`src/rtl/logs_pkg.sv`:
```
// logs_pkg
// Shared definitions for the logistic-map orbit capture block: the default
// fraction width, the iterator's result spacing and the sequencer state set.
package logs_pkg;

    localparam int FRAC_DEFAULT = 4;

    // Cycles between successive iterator results for a given fraction width.
    function automatic int cycle_len(input int f);
        return 2 * f + 3;
    endfunction

    typedef enum logic [2:0] {
        S_IDLE       = 3'd0,
        S_RESET_ITER = 3'd1,
        S_WARM       = 3'd2,
        S_CAPTURE    = 3'd3,
        S_PRESENT    = 3'd4,
        S_STEP       = 3'd5,
        S_DONE       = 3'd6
    } state_t;

endpackage

```
`src/rtl/logs_pulse_counter.sv`:
```
// logs_pulse_counter
// Loadable down-counter that counts iterator result pulses. terminal is high
// while exactly one pulse remains, so "pulse && terminal" marks the final
// pulse of the loaded run.
// Ports:
//   clk        clock
//   rst_n      synchronous reset, active-low
//   load       load load_value (has priority over pulse)
//   load_value number of pulses to count
//   pulse      one result pulse; decrements while non-zero
//   terminal   one pulse remaining
module logs_pulse_counter #(
    parameter int WIDTH = 5
) (
    input  logic             clk,
    input  logic             rst_n,
    input  logic             load,
    input  logic [WIDTH-1:0] load_value,
    input  logic             pulse,
    output logic             terminal
);

    logic [WIDTH-1:0] count;

    // Count down from the loaded value, stopping at zero.
    always_ff @(posedge clk) begin
        if (!rst_n) begin
            count <= '0;
        end else if (load) begin
            count <= load_value;
        end else if (pulse && (count != '0)) begin
            count <= count - 1'b1;
        end
    end

    assign terminal = (count == WIDTH'(1));

endmodule

```
`src/rtl/logs_orbit_capture.sv`:
```
// logs_orbit_capture
// Sweeps r across COLS columns for a bifurcation plot. For each column it
// resets the logistic-map iterator, discards WARMUP results, bins NSAMP
// results into a one-hot-per-value bitmap and offers the column downstream
// over valid/ready before stepping r (saturating) to the next column.
// Ports:
//   clk, rst_n   clock, synchronous active-low reset
//   start        begin a sweep (only honoured when idle)
//   x_in/x_ready iterator result and its strobe
//   r_out        r driven to the iterator (2.FRAC)
//   iter_reset   active-high reset to the iterator
//   col_bitmap   bit k set when some captured x equalled k
//   col_index    column number of col_bitmap
//   col_valid    column offered; col_ready downstream accepts
//   busy         high whenever not idle
//   done         one-cycle pulse after the last column is accepted
module logs_orbit_capture
    import logs_pkg::*;
#(
    parameter int              FRAC    = FRAC_DEFAULT,
    parameter logic [FRAC+1:0] R_START = 6'h30,
    parameter logic [FRAC+1:0] R_STEP  = 6'h01,
    parameter int              COLS    = 16,
    parameter int              WARMUP  = 8,
    parameter int              NSAMP   = 16,
    localparam int             IDX_W   = (COLS > 1) ? $clog2(COLS) : 1
) (
    input  logic                   clk,
    input  logic                   rst_n,
    input  logic                   start,
    input  logic [FRAC-1:0]        x_in,
    input  logic                   x_ready,
    output logic [FRAC+1:0]        r_out,
    output logic                   iter_reset,
    output logic [(1<<FRAC)-1:0]   col_bitmap,
    output logic [IDX_W-1:0]       col_index,
    output logic                   col_valid,
    input  logic                   col_ready,
    output logic                   busy,
    output logic                   done
);

    localparam int CNT_MAX = (WARMUP > NSAMP) ? WARMUP : NSAMP;
    localparam int CNT_W   = $clog2(CNT_MAX + 1);

    localparam logic [CNT_W-1:0] WARM_LOAD = CNT_W'(WARMUP);
    localparam logic [CNT_W-1:0] SAMP_LOAD = CNT_W'(NSAMP);
    localparam logic [IDX_W-1:0] LAST_COL  = IDX_W'(COLS - 1);

    state_t state;
    state_t next_state;

    logic             cnt_load;
    logic [CNT_W-1:0] cnt_load_value;
    logic             cnt_pulse;
    logic             cnt_terminal;

    logic             iter_reset_d;
    logic             busy_d;
    logic             col_valid_d;
    logic             done_d;

    logic [FRAC+2:0]  r_sum;
    logic [FRAC+1:0]  r_sat;

    logs_pulse_counter #(
        .WIDTH (CNT_W)
    ) u_pulse_counter (
        .clk        (clk),
        .rst_n      (rst_n),
        .load       (cnt_load),
        .load_value (cnt_load_value),
        .pulse      (cnt_pulse),
        .terminal   (cnt_terminal)
    );

    // One extra bit catches the carry so r saturates at all-ones instead of wrapping.
    assign r_sum = {1'b0, r_out} + {1'b0, R_STEP};
    assign r_sat = r_sum[FRAC+2] ? {(FRAC+2){1'b1}} : r_sum[FRAC+1:0];

    // State register; the status outputs are registered alongside it so they
    // line up with the state they describe.
    always_ff @(posedge clk) begin
        if (!rst_n) begin
            state      <= S_IDLE;
            iter_reset <= 1'b1;
            busy       <= 1'b0;
            col_valid  <= 1'b0;
            done       <= 1'b0;
        end else begin
            state      <= next_state;
            iter_reset <= iter_reset_d;
            busy       <= busy_d;
            col_valid  <= col_valid_d;
            done       <= done_d;
        end
    end

    // Next-state logic. The counter's terminal flag marks the last pulse of
    // the warm-up or capture run, so that pulse itself triggers the move.
    always_comb begin
        next_state = state;
        case (state)
            S_IDLE:       if (start) next_state = S_RESET_ITER;
            S_RESET_ITER: next_state = (WARMUP == 0) ? S_CAPTURE : S_WARM;
            S_WARM:       if (x_ready && cnt_terminal) next_state = S_CAPTURE;
            S_CAPTURE:    if (x_ready && cnt_terminal) next_state = S_PRESENT;
            S_PRESENT: begin
                if (col_valid && col_ready) begin
                    next_state = (col_index == LAST_COL) ? S_DONE : S_STEP;
                end
            end
            S_STEP:       next_state = S_RESET_ITER;
            S_DONE:       next_state = S_IDLE;
            default:      next_state = S_IDLE;
        endcase
    end

    // Output decode from the upcoming state, registered above.
    always_comb begin
        iter_reset_d = (next_state == S_IDLE) || (next_state == S_RESET_ITER) ||
                       (next_state == S_DONE);
        busy_d       = (next_state != S_IDLE);
        col_valid_d  = (next_state == S_PRESENT);
        done_d       = (next_state == S_DONE);
    end

    // Counter control: armed while the iterator is held in reset, then
    // reloaded with the sample count on the final warm-up pulse.
    always_comb begin
        cnt_load       = 1'b0;
        cnt_load_value = SAMP_LOAD;
        cnt_pulse      = 1'b0;
        case (state)
            S_RESET_ITER: begin
                cnt_load       = 1'b1;
                cnt_load_value = (WARMUP == 0) ? SAMP_LOAD : WARM_LOAD;
            end
            S_WARM: begin
                cnt_pulse = x_ready;
                if (x_ready && cnt_terminal) begin
                    cnt_load       = 1'b1;
                    cnt_load_value = SAMP_LOAD;
                end
            end
            S_CAPTURE: cnt_pulse = x_ready;
            default: ;
        endcase
    end

    // Column datapath: r, column number and the bin bitmap. All three hold
    // still while the column is being presented.
    always_ff @(posedge clk) begin
        if (!rst_n) begin
            r_out      <= R_START;
            col_index  <= '0;
            col_bitmap <= '0;
        end else begin
            case (state)
                S_IDLE: begin
                    if (start) begin
                        r_out     <= R_START;
                        col_index <= '0;
                    end
                end
                S_RESET_ITER: col_bitmap <= '0;
                S_CAPTURE: begin
                    if (x_ready) col_bitmap[x_in] <= 1'b1;
                end
                S_STEP: begin
                    r_out     <= r_sat;
                    col_index <= col_index + 1'b1;
                end
                default: ;
            endcase
        end
    end

endmodule

```
`config.mk`:
```
export PLATFORM = sky130hd
export DESIGN_NAME = logs_orbit_capture
export DESIGN_NICKNAME = d
export VERILOG_FILES = /design/src/rtl/logs_pkg.sv /design/src/rtl/logs_pulse_counter.sv /design/src/rtl/logs_orbit_capture.sv
export SDC_FILE = /design/constraint.sdc
export NUM_CORES = 1
export LEC_CHECK = 0
export ABC_AREA = 1
export CORE_ASPECT_RATIO = 0.9
export CORE_MARGIN = 2
export CORE_UTILIZATION = 61
export CTS_CLUSTER_DIAMETER = 50
export DETAILED_ROUTE_END_ITERATION = 10
export DONT_BUFFER_PORTS = 1
export MAX_ROUTING_LAYER = met4
export PLACE_DENSITY_LB_ADDON = 0.1
export SETUP_SLACK_MARGIN = 0.4
export SYNTH_ARGS = -nofsm -noshare
export SYNTH_HDL_FRONTEND = slang
export SYNTH_HIERARCHICAL = 1
export SYNTH_SLANG_ARGS = --single-unit
export TNS_END_PERCENT = 10
```
`constraint.sdc`:
```
create_clock -name clk -period 2.5 [get_ports clk]
set_input_delay 0.625 -clock clk [delete_from_list [all_inputs] [get_ports clk]]
set_output_delay 0.625 -clock clk [all_outputs]
set_load 0.02 [all_outputs]
```
**Word-level counts from Yosys, hierarchy flattened**

Index checks and enable logic that the tools add are counted.

- $add $sub $neg: 3
- $lt $le $gt $ge: 2
- Equality and inequality tests: 12
- Multiplexer cells: 21
- Bitwise gates (word level): 1
- Reduce and logical (&&, ||, !) cells: 16

Operators by type and width:

| cell | number |
|---|---|
| $pmux 16 s2 | 1 |
| $pmux 3 s6 | 1 |
| $mux 16 | 1 |
| $or 16x16->16 | 1 |
| $mux 5 | 3 |
| $eq 3x3->1 const B | 4 |
| $mux 3 | 4 |
| $mux 6 | 2 |
| $pmux 6 s2 | 1 |
| $pmux 4 s2 | 1 |
| $add 6x1->7 const B | 1 |
| $eq 3x1->1 const B | 2 |
| $eq 3x2->1 const B | 2 |
| $logic_not 3->1 | 2 |
| $reduce_bool 2->1 | 3 |
| $eq 5x1->1 const B | 1 |
| $lt 4x5->1 const B | 1 |
| $reduce_bool 5->1 | 1 |
| $sub 5x1->5 const B | 1 |
| $add 4x1->4 const B | 1 |
| $demux 1 s4 | 1 |
| $eq 4x4->1 const B | 1 |
| $ge 4x1->1 const B | 1 |
| $logic_and 1x1->1 | 4 |
| 9 further kinds | 14 |

- Register bits after elaboration: 38
- Input port bits: 9
- Output and inout bits: 30
- Logic and storage cells: 64

**Longest topological paths before layout**

- Word-level depth: 7
- Depth in mapped cells: 11
- Depth with buffers taken out: 11

**Modules after synthesis**

Netlist, hierarchy kept.

By module, submodules not included:

| module | times used | cells each | area an instance (µm²) | seq. area each (µm²) |
|---|---|---|---|---|
| logs_orbit_capture | 1 | 202 | 1420.1 | 660.6 |
| logs_pulse_counter | 1 | 48 | 331.6 | 100.1 |

**Least setup slack after synthesis**

Ideal clock, no wire load.

- Kind: reg-to-reg
- Start point: register u_pulse_counter.count[1]
- End point: register u_pulse_counter.count[3]
- Setup time: 0.116 ns
- Arrival: 1.634 ns
- Data required time: 2.384 ns
- Setup slack: 0.750 ns
- Cell stages (with the launch flop): 12
- Buffers on the path: 0
- Period minus slack after synthesis: 1.750 ns
- Cells stage by stage: dfxtp_1 inv_1 ha_1 nand2_1 nor2_1 nand2_1 o21ai_0 inv_2 nand3_1 nand2_1 nand2_1 a21oi_1

- Longest elaborated chain between the ends: 5
- Elaborated cells on any way between the ends: 10
- Those cells by class: add/sub (1); eq/ne (1); mux (4); reduce/logical (4)

RTL lines:

| item | line | RTL |
|---|---|---|
| from (decl) | logs_pulse_counter.sv:23 | `logic [WIDTH-1:0] count;` |
| from (signal assigned) | logs_pulse_counter.sv:30 | `count <= load_value;` |
| from (signal assigned) | logs_pulse_counter.sv:32 | `count <= count - 1'b1;` |
| $eq 5x1->1 * | logs_pulse_counter.sv:36 | `assign terminal = (count == WIDTH'(1));` |
| net cnt_terminal | logs_orbit_capture.sv:56 | `logic cnt_terminal;` |
| $logic_and 1x1->1 * | logs_orbit_capture.sv:141 | `if (x_ready && cnt_terminal) begin` |
| $mux 1 * | logs_orbit_capture.sv:141 |  |
| $pmux 1 s2 * | logs_orbit_capture.sv:134 | `case (state)` |
| net cnt_load | logs_orbit_capture.sv:53 | `logic cnt_load;` |
| $mux 5 / $reduce_bool 2->1 (equally long branches) | - |  |

Mark *: on every way through the listed nets, which the timed path passes. The rest lies on a longest branch. The select of a mux whose other input is x is not followed.
A chain may end at the register's enable or synchronous reset.

**Final worst setup path**

Ends and elaborated chain as after synthesis.

==> results.txt <==
Outcome = complete, no violations
Commonest non-fill, non-tap cell in the layout = nand2_1
Fin Setup TNS = 0 ns
Share of cells above drive strength 1 = 6.23%
Gr usage total = 23.1%
RR Endpoint = u_pulse_counter/count[3]$_SDFFE_PN0P_
HPWL Detailed = 2440 um
Later-pin clock latency in the skew report = 0.34 ns
Largest net degree at the start of global routing = 17
Die area = 0.00332 sq mm
Final Util = 67.2%
# nets final = 270
Commonest cells after routing, fill and taps aside = 54 x nand2_1, 49 x nor2_1, 38 x dfxtp_1
CTS tree = built
Initial DRC count = 123
Die H = 54.8 um
CORE AREA = 0.00275 sq mm
Clk slew on worst S/H paths = 0.10 ns
Antenna-violating nets left = 0
Max Freq = 630 MHz
Post-CTS sizing = 0
Worst Setup SP = u_pulse_counter/count[1]$_SDFFE_PN0P_
Final setup vio count = 0
Pwr per Cell Area = 598 mW/mm^2
Mapped Area = 0.00175 sq mm
Via count = 1480
Req. time, crit path = 2.78 ns
H-Tree Depth = 2
CTS Sinks = 38
Lkg Pwr = 0.806 nW
Max VDD drop = 0.479 mV
CP arrival = 1.87 ns
Number of diodes = 0
Hold Path Class = in2reg
Rows = 18
Minimum clock period = 1.59 ns
Worst-Margin Slew = 0.509 ns
Initial antenna violation count = 0
Dpl cells = 290
Distinct cell type count of the synthesized netlist = 26
Post-CTS setup buffers = 0
Worst setup endpoint = u_pulse_counter/count[3]$_SDFFE_PN0P_
CP Launch Type = register
RSZ-0062 raised after global routing = no
Synth warnings = 6
Final WL = 3340 um
FF-to-FF Start = u_pulse_counter/count[1]$_SDFFE_PN0P_
Port bufs = 0
Num ports = 39
GRT Residual Overflow = 0
#FFs+latches synth = 38
Hold Buf Count CTS = 0
Syn Inst Count = 250
Vias in the first global route = 1246
Critical path class = reg2reg
CTS Buffer Depth = 2
Root Driver = clkbuf_4
DRC Markers = 0
Sequential share of the synthesized area = 43.4%
Synthesis-to-layout area growth = 5.36%
R2R depth = 12
Final GP Congestion = 0.795
DR WL/cell = 11.2 um
CP endpoint kind = register
Initial Util = 63.8%
Worst slew margin = 66.0%
Maxcap violations = 0
Global-route wire length before repair = 5390 um
Clock buffer count from CTS = 5
Setup Skew = 0.00405 ns
R2R setup slack = 0.91 ns
Final Slew Violations = 0
Maximum fanout along the worst path = 7
Die Wd = 60.5 um
Vias per cell = 4.98
Crit share post-route = 63.5%
Final Hold Viols = 0
Iteration count of the initial detailed-routing pass = 4
Finished Layout Cells = 297
Avg Cell Area, Syn = 7.01 sq um
## report_power, final
part | switching (mW) | leakage, nW | total [mW] | internal, mW
Combinational | 0.106 | 0.473 | 0.160 | 0.0537
Sequential | 0.0265 | 0.308 | 0.652 | 0.625
Clock | 0.186 | 0.0254 | 0.292 | 0.106
## cell usage after synthesis (all sizes together)
cell type,instances,area share [%]
dfxtp,38,43
a21oi,30,8.6
o21bai,1,0.43
xor2,2,1.0
nor3b,1,0.43
nand3,17,5.4
nand3b,1,0.43
nand2,56,13
nor2,50,11
inv,26,5.6
clkbuf,1,0.21
ha,4,2.9
nand4,1,0.36
conb,1,0.21
mux2i,1,0.57
clkinv,1,0.21
o21ai,15,5.6
nor3,2,0.57
buf,2,0.71
## cell families (layout without fill, tap and decap cells)
family                   Yosys count  in the layout  synth area share (%)
multiplexers                       1              1                 0.571
AO/OA/AOI/OAI                     46             46                  14.6
buffers and inverters             30             35                  6.71
adder cells (fa/ha/maj)            4              4                  2.86
XOR/XNOR                           2              2                  1.00
flip-flops                        38             38                  43.4
other                              1              3                 0.214
AND/OR/NAND/NOR                  128            128                  30.6
## critical path: stages (launching register included)
cell     delay [ns]
dfxtp_1        0.36
inv_1          0.07
ha_1           0.17
nand2_1        0.06
nor2_1         0.04
nand2_1        0.12
o21ai_0        0.10
buf_4          0.16
inv_2          0.12
nand3_1        0.09
nand2_1        0.06
nand2_1        0.05
a21oi_1        0.11
## layout make-up
type	instances	area, sq um
Fill cell	262	902
Inverter	27	101
Tap cell	40	50.0
Sequential cell	38	761
Clock buffer	7	45.0
Timing Repair Buffer	1	7.51
Multi-Input combinational cell	184	881
## state kept, by name (all words and copies together), names as in the netlist
register               count
state                      3
col_valid                  1
busy                       1
col_index                  4
col_bitmap                16
u_pulse_counter/count      5
r_out                      6
done                       1
iter_reset                 1
## metrics by stage
stage | area, sq um | setup WS, ns | hold slack [ns] | power [mW]
after detailed placement | 1800 | 0.947 | 0.505 | 0.825
after CTS | 1850 | 0.921 | 0.363 | 1.12
after global placement | 1800 | 0.963 | 0.498 | 0.826
after floorplan | 1760 | 0.750 | 0.473 | 0.798
after global routing | 1850 | 0.692 | 0.346 | 1.17
final | 1850 | 0.912 | 0.375 | 1.10
## how the worst min path moves through the flow
stage,start,end,slack [ns],cells after the start
detailed placement,u_pulse_counter/count[1]$_SDFFE_PN0P_,u_pulse_counter/count[1]$_SDFFE_PN0P_,0.50,2
floorplan,u_pulse_counter/count[1]$_SDFFE_PN0P_,u_pulse_counter/count[1]$_SDFFE_PN0P_,0.47,2
global route,rst_n,r_out[4]$_SDFFE_PN1P_,0.35,1
finish,rst_n,r_out[4]$_SDFFE_PN1P_,0.38,1
CTS,rst_n,r_out[4]$_SDFFE_PN1P_,0.36,1
global placement,u_pulse_counter/count[1]$_SDFFE_PN0P_,u_pulse_counter/count[1]$_SDFFE_PN0P_,0.50,2
## routing by layer
metal	part of all wire, %	track usage, %	up-vias
li1	-	-	820
met1	49	29.5	614
met2	41	33.0	40
met3	7.6	7.80	6
met4	1.8	10.9	0
met5	0	-	-
(Power assumes the default switching activity.)
